[config.mk]
export PLATFORM = sky130hd
export DESIGN_NAME = bus_initiator
export DESIGN_NICKNAME = d
export VERILOG_FILES = /design/src/rtl/bus_initiator.sv
export SDC_FILE = /design/constraint.sdc
export NUM_CORES = 1
export LEC_CHECK = 0
export BUFFER_PORTS_ARGS = -buffer_cell sky130_fd_sc_hd__clkbuf_2
export CORE_UTILIZATION = 50
export CTS_CLUSTER_SIZE = 8
export DETAILED_ROUTE_END_ITERATION = 6
export PLACE_DENSITY = 0.85
export SYNTH_ARGS = -nofsm -noshare
export SYNTH_HDL_FRONTEND = slang
export SYNTH_SLANG_ARGS = --single-unit
[constraint.sdc]
create_clock -name main_clk_i -period 3.6 [get_ports main_clk_i]
set_clock_uncertainty 0.15 [all_clocks]
set_input_delay 0.72 -clock main_clk_i [delete_from_list [all_inputs] [get_ports main_clk_i]]
set_output_delay 0.72 -clock main_clk_i [all_outputs]
set_load 0.02 [all_outputs]
[src/rtl/bus_initiator.sv]
// ============================================================================
// Module  : bus_initiator
// Brief   : Single-transfer bus initiator with request/response channels and
//           a transfer watchdog.
// Revision: 1.0 - initial release
// ============================================================================
`default_nettype none

module bus_initiator #(
    parameter int unsigned timeout_p = 255,
    parameter int unsigned cntw_p    = 8
) (
    input  logic              main_clk_i,
    input  logic              main_rst_an_i,
    input  logic              req_valid_i,
    output logic              req_accept_o,
    input  logic [31:0]       req_addr_i,
    input  logic              req_write_i,
    input  logic [31:0]       req_wdata_i,
    output logic              rsp_valid_o,
    input  logic              rsp_accept_i,
    output logic              rsp_err_o,
    output logic [31:0]       rsp_rdata_o,
    output logic [1:0]        bus_trans_o,
    output logic [31:0]       bus_addr_o,
    output logic              bus_write_o,
    output logic [31:0]       bus_wdata_o,
    input  logic              bus_ready_i,
    input  logic              bus_resp_i,
    input  logic [31:0]       bus_rdata_i,
    output logic              busy_o,
    output logic              timeout_o,
    output logic [cntw_p-1:0] err_cnt_o
);

    localparam int unsigned        c_TMR_W        = (timeout_p > 0) ? $clog2(timeout_p + 1) : 1;
    localparam logic [c_TMR_W-1:0] c_TMR_LAST     = c_TMR_W'(timeout_p - 1);
    localparam logic [1:0]         c_TRANS_IDLE   = 2'b00;
    localparam logic [1:0]         c_TRANS_SINGLE = 2'b10;

    typedef enum logic [1:0] {
        ST_IDLE = 2'd0,
        ST_BUS  = 2'd1,
        ST_RSP  = 2'd2
    } state_t;

    state_t              r_state;
    logic [c_TMR_W-1:0]  r_timer;
    logic                r_req_accept;
    logic                r_rsp_valid;
    logic                r_rsp_err;
    logic [31:0]         r_rsp_rdata;
    logic [1:0]          r_bus_trans;
    logic [31:0]         r_bus_addr;
    logic                r_bus_write;
    logic [31:0]         r_bus_wdata;
    logic                r_busy;
    logic                r_timeout;
    logic [cntw_p-1:0]   r_err_cnt;

    always_ff @(posedge main_clk_i or negedge main_rst_an_i) begin
        if (!main_rst_an_i) begin
            r_state      <= ST_IDLE;
            r_timer      <= '0;
            r_req_accept <= 1'b1;
            r_rsp_valid  <= 1'b0;
            r_rsp_err    <= 1'b0;
            r_rsp_rdata  <= '0;
            r_bus_trans  <= c_TRANS_IDLE;
            r_bus_addr   <= '0;
            r_bus_write  <= 1'b0;
            r_bus_wdata  <= '0;
            r_busy       <= 1'b0;
            r_timeout    <= 1'b0;
            r_err_cnt    <= '0;
        end else begin
            r_timeout <= 1'b0;
            case (r_state)
                ST_IDLE: begin
                    if (req_valid_i) begin
                        r_bus_addr   <= req_addr_i;
                        r_bus_write  <= req_write_i;
                        r_bus_wdata  <= req_wdata_i;
                        r_bus_trans  <= c_TRANS_SINGLE;
                        r_timer      <= '0;
                        r_req_accept <= 1'b0;
                        r_busy       <= 1'b1;
                        r_state      <= ST_BUS;
                    end
                end
                ST_BUS: begin
                    // A completion in the last allowed cycle takes priority over the watchdog.
                    if (bus_ready_i) begin
                        r_rsp_err   <= bus_resp_i;
                        r_rsp_rdata <= (!r_bus_write && !bus_resp_i) ? bus_rdata_i : 32'h0;
                        r_bus_trans <= c_TRANS_IDLE;
                        r_rsp_valid <= 1'b1;
                        if (bus_resp_i && (r_err_cnt != '1)) begin
                            r_err_cnt <= r_err_cnt + 1'b1;
                        end
                        r_state     <= ST_RSP;
                    end else if ((timeout_p != 0) && (r_timer == c_TMR_LAST)) begin
                        r_rsp_err   <= 1'b1;
                        r_rsp_rdata <= 32'h0;
                        r_timeout   <= 1'b1;
                        r_bus_trans <= c_TRANS_IDLE;
                        r_rsp_valid <= 1'b1;
                        if (r_err_cnt != '1) begin
                            r_err_cnt <= r_err_cnt + 1'b1;
                        end
                        r_state     <= ST_RSP;
                    end else begin
                        r_timer <= r_timer + 1'b1;
                    end
                end
                ST_RSP: begin
                    if (rsp_accept_i) begin
                        r_rsp_valid  <= 1'b0;
                        r_req_accept <= 1'b1;
                        r_busy       <= 1'b0;
                        r_state      <= ST_IDLE;
                    end
                end
                default: begin
                    r_state <= ST_IDLE;
                end
            endcase
        end
    end

    assign req_accept_o = r_req_accept;
    assign rsp_valid_o  = r_rsp_valid;
    assign rsp_err_o    = r_rsp_err;
    assign rsp_rdata_o  = r_rsp_rdata;
    assign bus_trans_o  = r_bus_trans;
    assign bus_addr_o   = r_bus_addr;
    assign bus_write_o  = r_bus_write;
    assign bus_wdata_o  = r_bus_wdata;
    assign busy_o       = r_busy;
    assign timeout_o    = r_timeout;
    assign err_cnt_o    = r_err_cnt;

endmodule

`default_nettype wire

# == After elaboration in Yosys (flattened, before gate mapping) ==
# Cells that the tools add are included.
# W data, S select, Z words.
# classes
n_addsub,2
div,0
n_reduce_logical,18
n_mux,33
n_eq_ne,10
bitwise_logic,0
n_lt_le_gt_ge,0
n_shift,0
multipliers,0
# ops
op,n
$mux W32,3
$mux W8,7
$add A8 B1 Y8 const B,2
$pmux W8 S2,1
$mux W2,7
$reduce_and A3 Y1,4
$mux W1,10
$reduce_bool A2 Y1,5
$eq A8 B8 Y1 const B,1
$ne A2 B2 Y1 const B,4
$ne A8 B8 Y1 const B,1
$reduce_and A4 Y1,2
$pmux W1 S2,3
$pmux W2 S3,1
$pmux W2 S2,1
$reduce_and A2 Y1,2
$ne A3 B3 Y1 const B,1
$eq A2 B1 Y1 const B,1
$eq A2 B2 Y1 const B,1
$logic_and A1 B1 Y1,2
$logic_not A1 Y1,2
$logic_not A2 Y1,1
$ne A2 B1 Y1 const B,1
# totals
ram_bits,0
memories,0
out_inout_bits,112
latch_bits,0
rom_bits,0
register_bits,122

# == Longest topological paths before layout ==
# depth
depth_word,4
mapped_depth,7
depth_no_buf,6

# == Worst setup path before layout ==
# Ideal clock, no wire load.
# synth_timing
path_kind,input to register
startpoint,input port bus_ready_i
endpoint,"register r_err_cnt[1], in the netlist err_cnt_o[1]"
required_time_ps,3325
slack_ps,1584
path_stages,4
arrival_time_ps,1741
path_cell_list,nor3b_4 -> a31oi_4 -> nor2_1 -> mux2_2
# synth_via
elab_chain_len,2
# synth_lines
element,line,source
start: declaration,28,"input logic bus_ready_i,"
$ne A2 B1 Y1 (no line) or $reduce_bool A2 Y1 (tied branches),n/a,
$reduce_and A4 Y1 (no line),n/a,
end signal: assignment,99,r_err_cnt <= r_err_cnt + 1'b1;
end signal: assignment,109,r_err_cnt <= r_err_cnt + 1'b1;
end: declaration,59,logic [cntw_p-1:0] r_err_cnt;
# Several ways; a longest one is shown, not always the timed one.
# A chain may end at the register's enable or synchronous reset.

# == Final worst setup path ==
# layout_timing
startpoint,register r_timer[0]
endpoint,"register r_rsp_rdata[20], in the netlist rsp_rdata_o[20]"
# layout_via
elab_chain_len,3
# layout_lines
element,line,source
start: declaration,48,logic [c_TMR_W-1:0] r_timer;
start signal: assignment,113,r_timer <= r_timer + 1'b1;
$eq A8 B8 Y1,102,end else if ((timeout_p != 0) && (r_timer == c_TMR_LAST)) begin
$reduce_bool A2 Y1 (no line),n/a,
$reduce_and A2 Y1 (no line),n/a,
end signal: assignment,95,r_rsp_rdata <= (!r_bus_write && !bus_resp_i) ? bus_rdata_i : 32'h0;
end: declaration,52,logic [31:0] r_rsp_rdata;
# Every way passes these cells.

==> summary.txt <==
GRT
  • Largest net degree at the start of global routing: 81
  • First-pass GRT wire length: 18700 microns
  • GRT Util Overall: 24.3%
  • Vias in the first global route: 4024
  • Initial antenna violation count: 0
  • Congestion Overflow GR: 0

Clock network
  • Hold-fix buffers at CTS: 0
  • CTS sink count: 121
  • Total CTS buffers: 17
  • Worst skew pair latency: 490 ps
  • Root Driver: clkbuf_8
  • CTS tree: done
  • Max Root-Sink Buffers: 2
  • Post-CTS sizing: 0
  • H-tree Lvls: 4
  • Post-CTS Setup Bufs: 0
  • Clock transition at the registers of the reported paths: 60 ps

Power and ir drop
  • Peak VDD IR: 0.000551 V
  • Lkg Pwr: 3.70 nW
  • Clock Power Share: 29.6%
  • Sequential share of power: 35.9%
  • Cell Int Power: 3.78 mW
  • Switching part of the total: 38.3%
  • Sw Pwr: 2.35 mW
  • Cell area power density: 931 nW/um^2
  • Logic pwr share: 34.5%

Worst setup path
  • Reg2Reg Depth: 7
  • Worst R2R End: rsp_rdata_o[20]
  • CP peak stage delay: 460 ps
  • CP Max Fanout: 23
  • Crit path DAT: 2530 ps
  • Worst Setup Start Kind: flop
  • CP Cell Sequence: inv_1 > ha_1 > nand4_1 > nor2_1 > o21ai_2 > buf_4 > a22o_1
  • Worst setup EP type: flop
  • Reg-to-reg setup timing slack: 1340 ps
  • Worst EP required: 3870 ps
  • Worst reg2reg startpoint: r_timer[0]
  • Slowest stage cell, crit path: o21ai_2
  • Crit Path Category: flop to flop

Floorplan
  • CORE AREA: 9240 sq um
  • Number of I/O pins: 215
  • # rows: 35
  • Die height: 99.5 microns
  • Starting density of the core: 51.4%
  • Die Area: 9890 sq um
  • Die outline width: 99.5 microns

Status
  • Status: finished clean

Final layout
  • Finished Cell Area: 6580 sq um
  • Ratio of cells with drive above 1 in the final layout: 38.0%
  • Ant diodes: 0
  • Final core utilization: 71.2%
  • Layout net count: 780
  • Syn-to-layout area delta: 38.5%

Drt
  • Detailed Route WL: 11500 microns
  • Total number of vias: 4059
  • ANT nets after route: 0
  • DRC violations left: 0
  • Detailed Routing Iterations Pass 1: 4
  • WL per Instance: 14.1 microns
  • Via-to-Cell Ratio: 4.97
  • Iteration-0 DRC Markers: 107

Yosys
  • Synthesized area: 4750 sq um
  • Biggest area consumer among synthesized cells: dfrtp_1
  • Avg Synthesized Cell Area: 10.3 sq um
  • Mapped Nets: 567
  • Most common cell in the netlist: nand2_1
  • Post-synth ARST share: 100%
  • Yosys warns: 0
  • EDFF count, synth: 0
  • Top FF cell, synth: dfrtp_1
  • Yosys cell types: 44
  • Yosys reg bits: 121
  • Top-area cell type share of the netlist area: 63.2%
  • Gate Count Post-Synth: 461
  • Sequential area share after synthesis: 63.8%
  • Top cells by count, synth: nand2_1, dfrtp_1, a22o_1
  • Top cells by area, synth: dfrtp_1, nand2_1, a22o_1

Timing
  • Min Tclk post-route: 2260 ps
  • RSZ-0062 raised after global routing: false
  • Max_slew headroom: 32.7%
  • Setup_tns: 0 ps
  • Slew Limit Fails: 0
  • Period Utilization, post-route: 62.8%
  • Slew @ Worst Pin: 1010 ps
  • Fmax: 0.442 GHz
  • Endpoints failing hold: 0
  • # setup viols final: 0

Job
  • Number of max-cap violations: 0

Placed design
  • Post-DP HPWL: 8140 microns
  • Placer Congestion: 0.827
  • Placed inst area: 5940 sq um
  • Port bufs: 213

Hold path
  • Hold Path Class: input pin to async pin
## kinds of logic after synthesis
logic type	share of synthesized area [%]
compound gates	9.38
xor+xnor	1.29
fa+ha+maj	0.791
buf+inv	2.66
flops	63.8
mux	0.474
other cells	0.0790
simple gates	21.5
## registers in the layout, summed over array words and instances, names as in the netlist
| name | flops |
|---|---|
| bus_addr_o | 32 |
| bus_wdata_o | 32 |
| rsp_rdata_o | 32 |
| err_cnt_o | 8 |
| r_timer | 8 |
| r_state | 2 |
| bus_trans_o | 1 |
| bus_write_o | 1 |
| busy_o | 1 |
| req_accept_o | 1 |
| rsp_err_o | 1 |
| rsp_valid_o | 1 |
| timeout_o | 1 |
## layer usage
| metal | global-route usage, % | up-vias | part of all wire [%] |
|---|---|---|---|
| li1 | - | 1953 | - |
| met1 | 28.6 | 1926 | 41 |
| met2 | 42.3 | 174 | 50 |
| met3 | 8.08 | 6 | 8.2 |
| met4 | 7.24 | 0 | 0.57 |
| met5 | 0 | - | 0 |
## critical path, delay by kind of cell (launching register included)
kind,cells,cell delay [ps]
AO/OA/AOI/OAI,2,650
buffers and inverters,2,430
flip-flops,1,420
AND/OR/NAND/NOR,2,320
adder cells (fa/ha/maj),1,220
## power by group through the flow
stage          registers [mW]  clock network (mW)  logic, mW
3_5_place_dp             2.21                   0       2.14
4_1_cts                  2.20                1.85       2.14
6_report                 2.20                1.81       2.11
3_3_place_gp             2.19                   0       2.06
5_1_grt                  2.26                1.92       2.31
2_1_floorplan            2.76                   0      0.770
## stage by stage
stage | cells | hold slack [ps] | total power [mW] | worst slack [ps]
after floorplan | 461 | 274 | 3.53 | 1580
after detailed placement | 784 | 311 | 4.35 | 1280
final | 816 | 236 | 6.12 | 1340
after CTS | 816 | 236 | 6.19 | 1330
after global routing | 816 | 236 | 6.49 | 1160
after global placement | 784 | 309 | 4.25 | 1310
## how the worst max path moves through the flow
| stage | start | end | slack (ps) | depth (start not counted) |
|---|---|---|---|---|
| floorplan | bus_ready_i | err_cnt_o[1] | 1580 | 4 |
| global placement | req_valid_i | bus_wdata_o[17] | 1310 | 6 |
| detailed placement | req_valid_i | bus_addr_o[31] | 1280 | 6 |
| CTS | r_timer[0] | rsp_rdata_o[22] | 1330 | 7 |
| global route | r_timer[0] | rsp_rdata_o[12] | 1160 | 7 |
| finish | r_timer[0] | rsp_rdata_o[20] | 1340 | 7 |
## cell type report
class	instances	area, sq um
inverter	4	15.0
multi-input combinational	311	1610
clock inverter	14	221
clock buffer	18	418
timing repair buffer	219	1130
fill	686	2660
tap	129	161
sequential	121	3030
## cells in the final DEF, fill, tap and decap left out, types with 3 or more instances in the layout
master	count
clkbuf_2	212
bufinv_16	5
clkinv_4	3
xor2_1	7
a21oi_1	5
nand2_1	205
ha_1	3
o21ai_0	6
inv_1	4
nor2_1	6
buf_4	6
a22o_1	32
clkinvlp_4	3
or4_1	3
clkbuf_16	16
and4_1	4
dfrtp_1	120
nand3_1	7
Note: power is estimated with default switching activity, not from simulation.
